===== src/rtl/denise_sprite_engine.sv =====
// Sprite serialiser bank: per-channel POS/CTL/DATA/DATB, HSTART compare, 2-bit pixel shifter.
// Define DENISE_SPR_HIRES_EN to add spr_hires/pix_en_hr (second shift per lores pixel).
module denise_sprite_engine #(
    parameter int NUM_SPR = 8,
    parameter int DATA_W  = 16,
    parameter int IDX_W   = 3
) (
    input  logic                   C14M,
    input  logic                   RESET,
    input  logic                   wr_en,
    input  logic [IDX_W-1:0]       wr_idx,
    input  logic [1:0]             wr_sel,
    input  logic [DATA_W-1:0]      wr_data,
    input  logic                   pix_en,
    input  logic [8:0]             hcount,
`ifdef DENISE_SPR_HIRES_EN
    input  logic                   spr_hires,
    input  logic                   pix_en_hr,
`endif
    output logic [2*NUM_SPR-1:0]   spr_pix,
    output logic [NUM_SPR-1:0]     spr_nz,
    output logic [NUM_SPR/2-1:0]   spr_att,
    output logic [NUM_SPR-1:0]     spr_busy
);
    localparam int CNT_W = $clog2(DATA_W + 1);

    logic shiftStb;
`ifdef DENISE_SPR_HIRES_EN
    // pix_en and pix_en_hr together still yield a single shift
    assign shiftStb = pix_en | (spr_hires & pix_en_hr);
`else
    assign shiftStb = pix_en;
`endif

    for (genvar n = 0; n < NUM_SPR; n++) begin : g_ch
        logic [15:0]       pos;
        logic [15:0]       ctl;
        logic [DATA_W-1:0] datA;
        logic [DATA_W-1:0] datB;
        logic [DATA_W-1:0] shA;
        logic [DATA_W-1:0] shB;
        logic [CNT_W-1:0]  cnt;
        logic              armed;
        logic              wrHit;
        logic              match;
        logic              busy;
        logic [1:0]        pix;
        logic              unusedCfgBits;

        // out-of-range wr_idx never equals any channel number, so it is dropped here
        assign wrHit = wr_en && (wr_idx == IDX_W'(n));
        assign match = pix_en && armed && (hcount == {pos[7:0], ctl[0]});

        always_ff @(posedge C14M or posedge RESET) begin
            if (RESET) begin
                pos   <= '0;
                ctl   <= '0;
                datA  <= '0;
                datB  <= '0;
                shA   <= '0;
                shB   <= '0;
                cnt   <= '0;
                armed <= 1'b0;
            end else begin
                if (wrHit) begin
                    case (wr_sel)
                        2'd0: pos <= wr_data[15:0];
                        2'd1: begin
                            ctl   <= wr_data[15:0];
                            armed <= 1'b0;
                        end
                        2'd2: begin
                            datA  <= wr_data;
                            armed <= 1'b1;
                        end
                        default: datB <= wr_data;
                    endcase
                end
                if (match) begin
                    shA <= datA;
                    shB <= datB;
                    cnt <= CNT_W'(DATA_W);
                end else if (shiftStb && (cnt != '0)) begin
                    shA <= {shA[DATA_W-2:0], 1'b0};
                    shB <= {shB[DATA_W-2:0], 1'b0};
                    cnt <= cnt - 1'b1;
                end
            end
        end

        assign busy = (cnt != '0);
        assign pix  = busy ? {shB[DATA_W-1], shA[DATA_W-1]} : 2'b00;

        assign spr_pix[2*n +: 2] = pix;
        assign spr_nz[n]         = |pix;
        assign spr_busy[n]       = busy;

        if (n % 2 == 1) begin : g_att
            assign spr_att[n/2] = ctl[7];
        end

        assign unusedCfgBits = ^{pos[15:8], ctl[15:1]};
    end
endmodule

===== config.mk =====
export PLATFORM = sky130hd
export DESIGN_NAME = denise_sprite_engine
export DESIGN_NICKNAME = d
export VERILOG_FILES = /design/src/rtl/denise_sprite_engine.sv
export SDC_FILE = /design/constraint.sdc
export NUM_CORES = 1
export LEC_CHECK = 0
export ABC_CLOCK_PERIOD_IN_PS = 33600
export CAP_MARGIN = 25
export CORE_ASPECT_RATIO = 0.8
export CORE_MARGIN = 8
export CORE_UTILIZATION = 25
export DETAILED_ROUTE_END_ITERATION = 10
export PLACE_DENSITY = 0.45
export SYNTH_ARGS = -nofsm -noshare
export SYNTH_HDL_FRONTEND = slang
export SYNTH_SLANG_ARGS = --single-unit

===== constraint.sdc =====
create_clock -name C14M -period 33.6 [get_ports C14M]
set_input_delay 6.72 -clock C14M [delete_from_list [all_inputs] [get_ports C14M]]
set_output_delay 6.72 -clock C14M [all_outputs]
set_load 0.05 [all_outputs]

==> results of run 1 <==
==> how the worst min path moves through the flow <==
stage	from	endpoint	slack (ns)	cells after the start
after floorplan	g_ch[0].cnt[4]	g_ch[0].cnt[4]	0.43	2
after CTS	g_ch[0].datB[4]	g_ch[0].shB[4]	0.49	1
after detailed placement	g_ch[7].cnt[4]	g_ch[7].cnt[4]	0.47	2
final	g_ch[0].datB[4]	g_ch[0].shB[4]	0.48	1
after global placement	g_ch[0].cnt[4]	g_ch[0].cnt[4]	0.46	2
after global routing	g_ch[1].datA[8]	g_ch[1].datA[8]	0.50	1
==> where the power goes <==
group / switching (mW) / internal (mW)
clock network: 0.325 / 0.500
logic: 0.163 / 0.153
registers: 0.0587 / 0.869
==> worst max-delay path, delay by kind of cell (launching register included) <==
| family | cells | cell delay [ns] |
|---|---|---|
| adders and majority gates | 1 | 0.20 |
| buffers and inverters | 2 | 0.78 |
| DFF | 1 | 0.41 |
| and+or+nand+nor | 3 | 1.18 |
==> metal layers <==
metal / vias up / track usage (%) / wire (µm)
li1: 7070 / - / -
met1: 8092 / 14.5 / 32700
met2: 192 / 16.6 / 31300
met3: 89 / 1.85 / 2380
met4: 4 / 2.81 / 1460
met5: - / 0 / 27
==> metrics by stage <==
stage	instance area, µm²	setup WS, ns
after floorplan	29800	9.06
after global placement	31500	23.68
after detailed placement	31500	23.65
after CTS	34000	23.63
after global routing	34100	23.58
final	34100	23.71
==> state kept, by name, summed over array words and instances, names as in the netlist <==
| name | flops |
|---|---|
| g_ch.armed | 8 |
| g_ch.datA | 128 |
| g_ch.ctl | 12 |
| g_ch.datB | 128 |
| g_ch.shB | 128 |
| g_ch.pos | 64 |
| g_ch.shA | 128 |
| g_ch.cnt | 40 |
==> final cells by class <==
| type | instances | area [µm²] |
|---|---|---|
| clock buffer | 107 | 2190 |
| fill | 11900 | 84400 |
| inverter | 35 | 139 |
| antenna | 3 | 7.51 |
| multi-input combinational | 1182 | 12700 |
| timing repair buffer | 89 | 866 |
| sequential | 636 | 15900 |
| clock inverter | 23 | 324 |
| tap | 1552 | 1940 |
==> cells in the final DEF, fill, tap and decap left out, drive strengths merged, types with 8 or more instances in the layout <==
| cell | count |
|---|---|
| mux2 | 820 |
| dfrtp | 636 |
| clkbuf | 107 |
| nand2 | 82 |
| xor2 | 64 |
| clkdlybuf4s50 | 59 |
| inv | 36 |
| and2 | 33 |
| buf | 30 |
| xnor2 | 25 |
| o21a | 22 |
| nand3 | 18 |
| mux2i | 16 |
| nor4 | 16 |
| nor2 | 15 |
| clkinv | 15 |
| ha | 12 |
| nor3 | 10 |
| or4b | 8 |
| and3 | 8 |
| a21oi | 8 |
==> cell families after synthesis <==
kind of cell | after synthesis | synth area share, %
compound gates | 43 | 1.02
xor+xnor | 89 | 2.62
fa+ha+maj | 12 | 0.504
buf+inv | 165 | 3.83
flops | 636 | 53.4
mux | 836 | 33.9
simple gates | 202 | 4.72
==> key figures, run 1 <==
STA
  • Clock Skew: 0.0233 ns
  • Slew Limit Headroom: 31.9%
  • RSZ-0062 raised after global routing: no
  • Final period util: 29.4%
  • Hold Violations, Final: 0
  • TNS Setup: 0 ns
  • Min Hold Slack: 0.482 ns
  • Fmax: 101 MHz
  • Fin crit period: 9.89 ns
  • Worst-Margin Slew: 1.02 ns
  • Pins Over Slew Limit: 0
  • Endpoints failing setup: 0

Clock tree
  • Later-pin clock latency in the skew report: 0.62 ns
  • H-tree levels: 3
  • Num Clock Sinks: 636
  • Clk root buf: clkbuf_16
  • CTS Hold Bufs: 0
  • Total CTS buffers: 73
  • Clock Pin Slew Worst Setup and Hold Paths: 0.06 ns
  • Clk buf depth: 3
  • Post-cts sizing count: 0
  • CTS tree: done
  • Post-CTS Setup Bufs: 0

Critical path
  • Register-to-Register Path Depth: 6
  • CP arrival: 3.17 ns
  • Nature of the critical path endpoint: output port
  • Worst-path maximum fanout: 7
  • CP Data Required Time: 26.88 ns
  • Worst Setup SP: g_ch[3].cnt[0]
  • Crit-path cells: inv_1 -> ha_1 -> or4b_1 -> and2_1 -> or2_2 -> clkdlybuf4s50_1
  • Crit Reg-Reg Endpoint: g_ch[4].shA[13]
  • CP max-delay cell: clkdlybuf4s50_1
  • Crit Path Category: reg2out
  • CP startpoint kind: flip-flop
  • Critical path's largest stage delay: 0.70 ns
  • CP endpoint: spr_nz[3]
  • Reg-to-reg startpoint: g_ch[4].cnt[0]
  • Worst reg2reg setup slack: 31.13 ns

GRT
  • Grt total ovfl: 0
  • Initial antenna violation count: 9
  • Vias in the first global route: 17000
  • First-pass GRT wire length: 106000 µm
  • Largest net degree at the start of global routing: 173
  • Total global-route track usage: 10.4%

Layout
  • Share of cells above drive strength 1: 46.8%
  • Layout net count: 2063
  • Utilization after layout: 28.8%
  • Area growth, synth to finish: 14.5%
  • Cell Count, Final, Fillers Out: 3627

Job
  • Max_cap viols: 0

Power and ir drop
  • Power Dens Cells: 60.6 nW/µm²
  • Leak: 16.5 nW
  • Power after layout: 2.07 mW
  • Max VDD drop: 0.0323 mV

Place
  • Number of port buffers: 69
  • Placed cells: 3491
  • DP HPWL: 38900 µm
  • Gpl congestion: 0.680

Detailed routing
  • DR vias: 15400
  • Routed Antenna Nets: 0
  • TritonRoute pass-1 iters: 4
  • Wire per inst: 18.7 µm
  • Routed vias/inst: 4.26
  • Iter 0 DRT Violations: 624
  • Drc violations: 0
  • Routed wire length: 67900 µm

Synthesis
  • Synth top cells by count: 636 x dfrtp_1, 603 x mux2_2, 184 x mux2_4
  • Syn_nets: 2029
  • Post-synth EDFFs: 0
  • Most common flop cell mapped by yosys: dfrtp_1
  • Most numerous cell in the Yosys netlist: dfrtp_1
  • Synth top area cells: dfrtp_1 53%, mux2_2 23%, mux2_4 9.3%
  • Syn. warnings: 0
  • Fraction of registers with async set or reset after synthesis: 100%
  • Top cell type by total area after synthesis: dfrtp_1
  • Register area share after synthesis: 53.4%
  • Netlist Area Pre-Place: 29800 µm²
  • Synth cell types: 33
  • Post-Syn Area per Cell: 15.0 µm²
  • Share of the synthesized area in the top cell type: 53.4%
  • Post-Syn Instances: 1983
  • FF+latch count, synth: 636

Floorplanning
  • Starting density of the core: 25.1%
  • Die height: 325 µm
  • CORE AREA: 118000 µm²
  • Die footprint: 130000 µm²
  • Ports: 70
  • Die extent in x: 402 µm
  • Row cnt: 113

Status
  • Outcome: finished, final reports clean

Worst hold path
  • HP Class: reg2reg
No activity file was read; power rests on OpenSTA's default activity.
==> run 2: changes to the inputs <==
--- a/config.mk
+++ b/config.mk
@@ -5,7 +5,7 @@
 export SDC_FILE = /design/constraint.sdc
 export NUM_CORES = 1
 export LEC_CHECK = 0
-export ABC_CLOCK_PERIOD_IN_PS = 33600
+export ABC_CLOCK_PERIOD_IN_PS = 10210
 export CAP_MARGIN = 25
 export CORE_ASPECT_RATIO = 0.8
 export CORE_MARGIN = 8
==> constraint.sdc (replaced) <==
create_clock -name C14M -period 10.21 [get_ports C14M]
set_input_delay 2.042 -clock C14M [delete_from_list [all_inputs] [get_ports C14M]]
set_output_delay 2.042 -clock C14M [all_outputs]
set_load 0.05 [all_outputs]
==> run 2 against run 1 <==
Final cell count rose by 0.14%. Sequential power rose to 3.3 times the previous value. Critical path depth did not move. Routed wire length fell by 2.3%. First-iteration DRC count rose by 22%. Register-to-register slack got worse by 23 ns. Global-route usage fell by 0.28 points. Sequential cell count did not move. Hold slack got worse by 0.019 ns. Die area did not move. Cell area fell by 0.29%. Critical endpoint unchanged. Highest routed layer unchanged.
==> key figures, run 2 (same netlist as run 1, synthesis figures left out) <==
Detailed routing
  • Iter 0 DRT Violations: 762
  • TritonRoute pass-1 iters: 4
  • DR vias: 15400
  • Wire per inst: 18.3 µm
  • Routed vias/inst: 4.25
  • Routed wire length: 66300 µm
  • Routed Antenna Nets: 0
  • Drc violations: 0

GRT
  • Largest net degree at the start of global routing: 172
  • Total global-route track usage: 10.1%
  • Grt total ovfl: 0
  • Initial antenna violation count: 10
  • Vias in the first global route: 16700
  • First-pass GRT wire length: 104000 µm

Floorplanning
  • Starting density of the core: 25.1%
  • Ports: 70
  • Die footprint: 130000 µm²
  • CORE AREA: 118000 µm²
  • Row cnt: 113
  • Die extent in x: 402 µm
  • Die height: 325 µm

Clock tree
  • Clock Pin Slew Worst Setup and Hold Paths: 0.06 ns
  • Total CTS buffers: 72
  • Later-pin clock latency in the skew report: 0.61 ns
  • Clk root buf: clkbuf_16
  • Post-cts sizing count: 0
  • Num Clock Sinks: 636
  • Clk buf depth: 3
  • CTS tree: done
  • Post-CTS Setup Bufs: 0
  • H-tree levels: 3
  • CTS Hold Bufs: 0

Critical path
  • Crit-path cells: inv_1 -> ha_1 -> or4b_1 -> and2_1 -> or2_2 -> clkdlybuf4s50_1
  • Crit Path Category: reg2out
  • CP arrival: 3.15 ns
  • Nature of the critical path endpoint: output port
  • Worst-path maximum fanout: 7
  • Worst reg2reg setup slack: 7.73 ns
  • CP max-delay cell: clkdlybuf4s50_1
  • CP Data Required Time: 8.17 ns
  • CP startpoint kind: flip-flop
  • Critical path's largest stage delay: 0.70 ns

Layout
  • Area growth, synth to finish: 14.2%
  • Share of cells above drive strength 1: 46.4%
  • Layout net count: 2062
  • Most common cell after layout, fill and taps aside: dfrtp_1
  • Utilization after layout: 28.7%
  • Filler instances: 11800
  • Most frequent cells in the layout: 636 x dfrtp_1, 603 x mux2_2, 184 x mux2_4

STA
  • Min Hold Slack: 0.463 ns
  • Fin crit period: 5.19 ns
  • Clock Skew: 0.0226 ns
  • Worst-Margin Slew: 1.03 ns
  • Endpoints failing setup: 0
  • Final worst slack: 5.02 ns
  • Slew Limit Headroom: 31.2%
  • Fmax: 193 MHz
  • RSZ-0062 raised after global routing: no
  • Pins Over Slew Limit: 0
  • Hold Violations, Final: 0
  • Final period util: 50.8%
  • TNS Setup: 0 ns

Worst hold path
  • HP Class: reg2reg

Job
  • Max_cap viols: 0

Place
  • Gpl congestion: 0.693
  • Number of port buffers: 69
  • DP HPWL: 38200 µm
  • Post-place setup slack: 5.24 ns

Power and ir drop
  • Power after layout: 6.71 mW
  • Max VDD drop: 0.103 mV
  • Leak: 16.4 nW
  • Power Dens Cells: 197 nW/µm²

Status
  • Outcome: finished, final reports clean
## run 2: cell types whose count changed in the layout (fill, tap and decap cells not counted), sizes merged, moves of 3 or more
cell	change
clkdlybuf4s50	+3
clkinv	-5
clkbuf	+5
buf	-3
diode	+9
bufinv	-3
## run 2: path summary, 6_finish.rpt
check                                       end  depth (start not counted)            from
worst min-delay path             g_ch[7].cnt[4]                          2  g_ch[7].cnt[4]
worst min register to register   g_ch[7].cnt[4]                          2  g_ch[7].cnt[4]
max in group asynchronous        g_ch[5].ctl[7]                          4           RESET
worst max register to register  g_ch[7].shB[10]                          6  g_ch[7].cnt[0]
worst max-delay path                  spr_nz[3]                          6  g_ch[3].cnt[0]
min in group asynchronous        g_ch[0].cnt[0]                          2           RESET
## run 2: per-stage QoR
| step | area [µm²] | cells |
|---|---|---|
| floorplan | 29800 | 1983 |
| global placement | 31600 | 3493 |
| detailed placement | 31600 | 3494 |
| CTS | 34000 | 3620 |
| global route | 34000 | 3620 |
| finish | 34000 | 3632 |
## run 2: layer usage
metal  vias up  global-route usage, %  wire length, µm
li1       7074                      -                -
met1      8071                   14.2            31800
met2       196                   15.9            30000
met3        97                   2.30             3150
met4         2                   2.40             1350
met5         -                      0               13
## run 2: power breakdown
| part | switching, mW | internal [mW] |
|---|---|---|
| Combinational | 0.529 | 0.504 |
| Clock | 1.04 | 1.58 |
| Sequential | 0.193 | 2.86 |
| Total | 1.77 | 4.94 |
## run 2: area by class of cell
class	instances	area (µm²)	area share (%)
Clock buffer	112	2240	6.58
Timing Repair Buffer	89	858	2.52
Clock inverter	14	164	0.482
Multi-Input combinational cell	1182	12700	37.4
Tap cell	1552	1940	5.71
Antenna cell	12	30.0	0.0883
Sequential cell	636	15900	46.8
Inverter	35	135	0.397
## run 2: worst max-delay path: cells and delay by family, from the launching register on
family / cells / cell delay (ns)
buffers and inverters: 2 / 0.78
flip-flops: 1 / 0.41
AND/OR/NAND/NOR: 3 / 1.19
adder cells (fa/ha/maj): 1 / 0.18
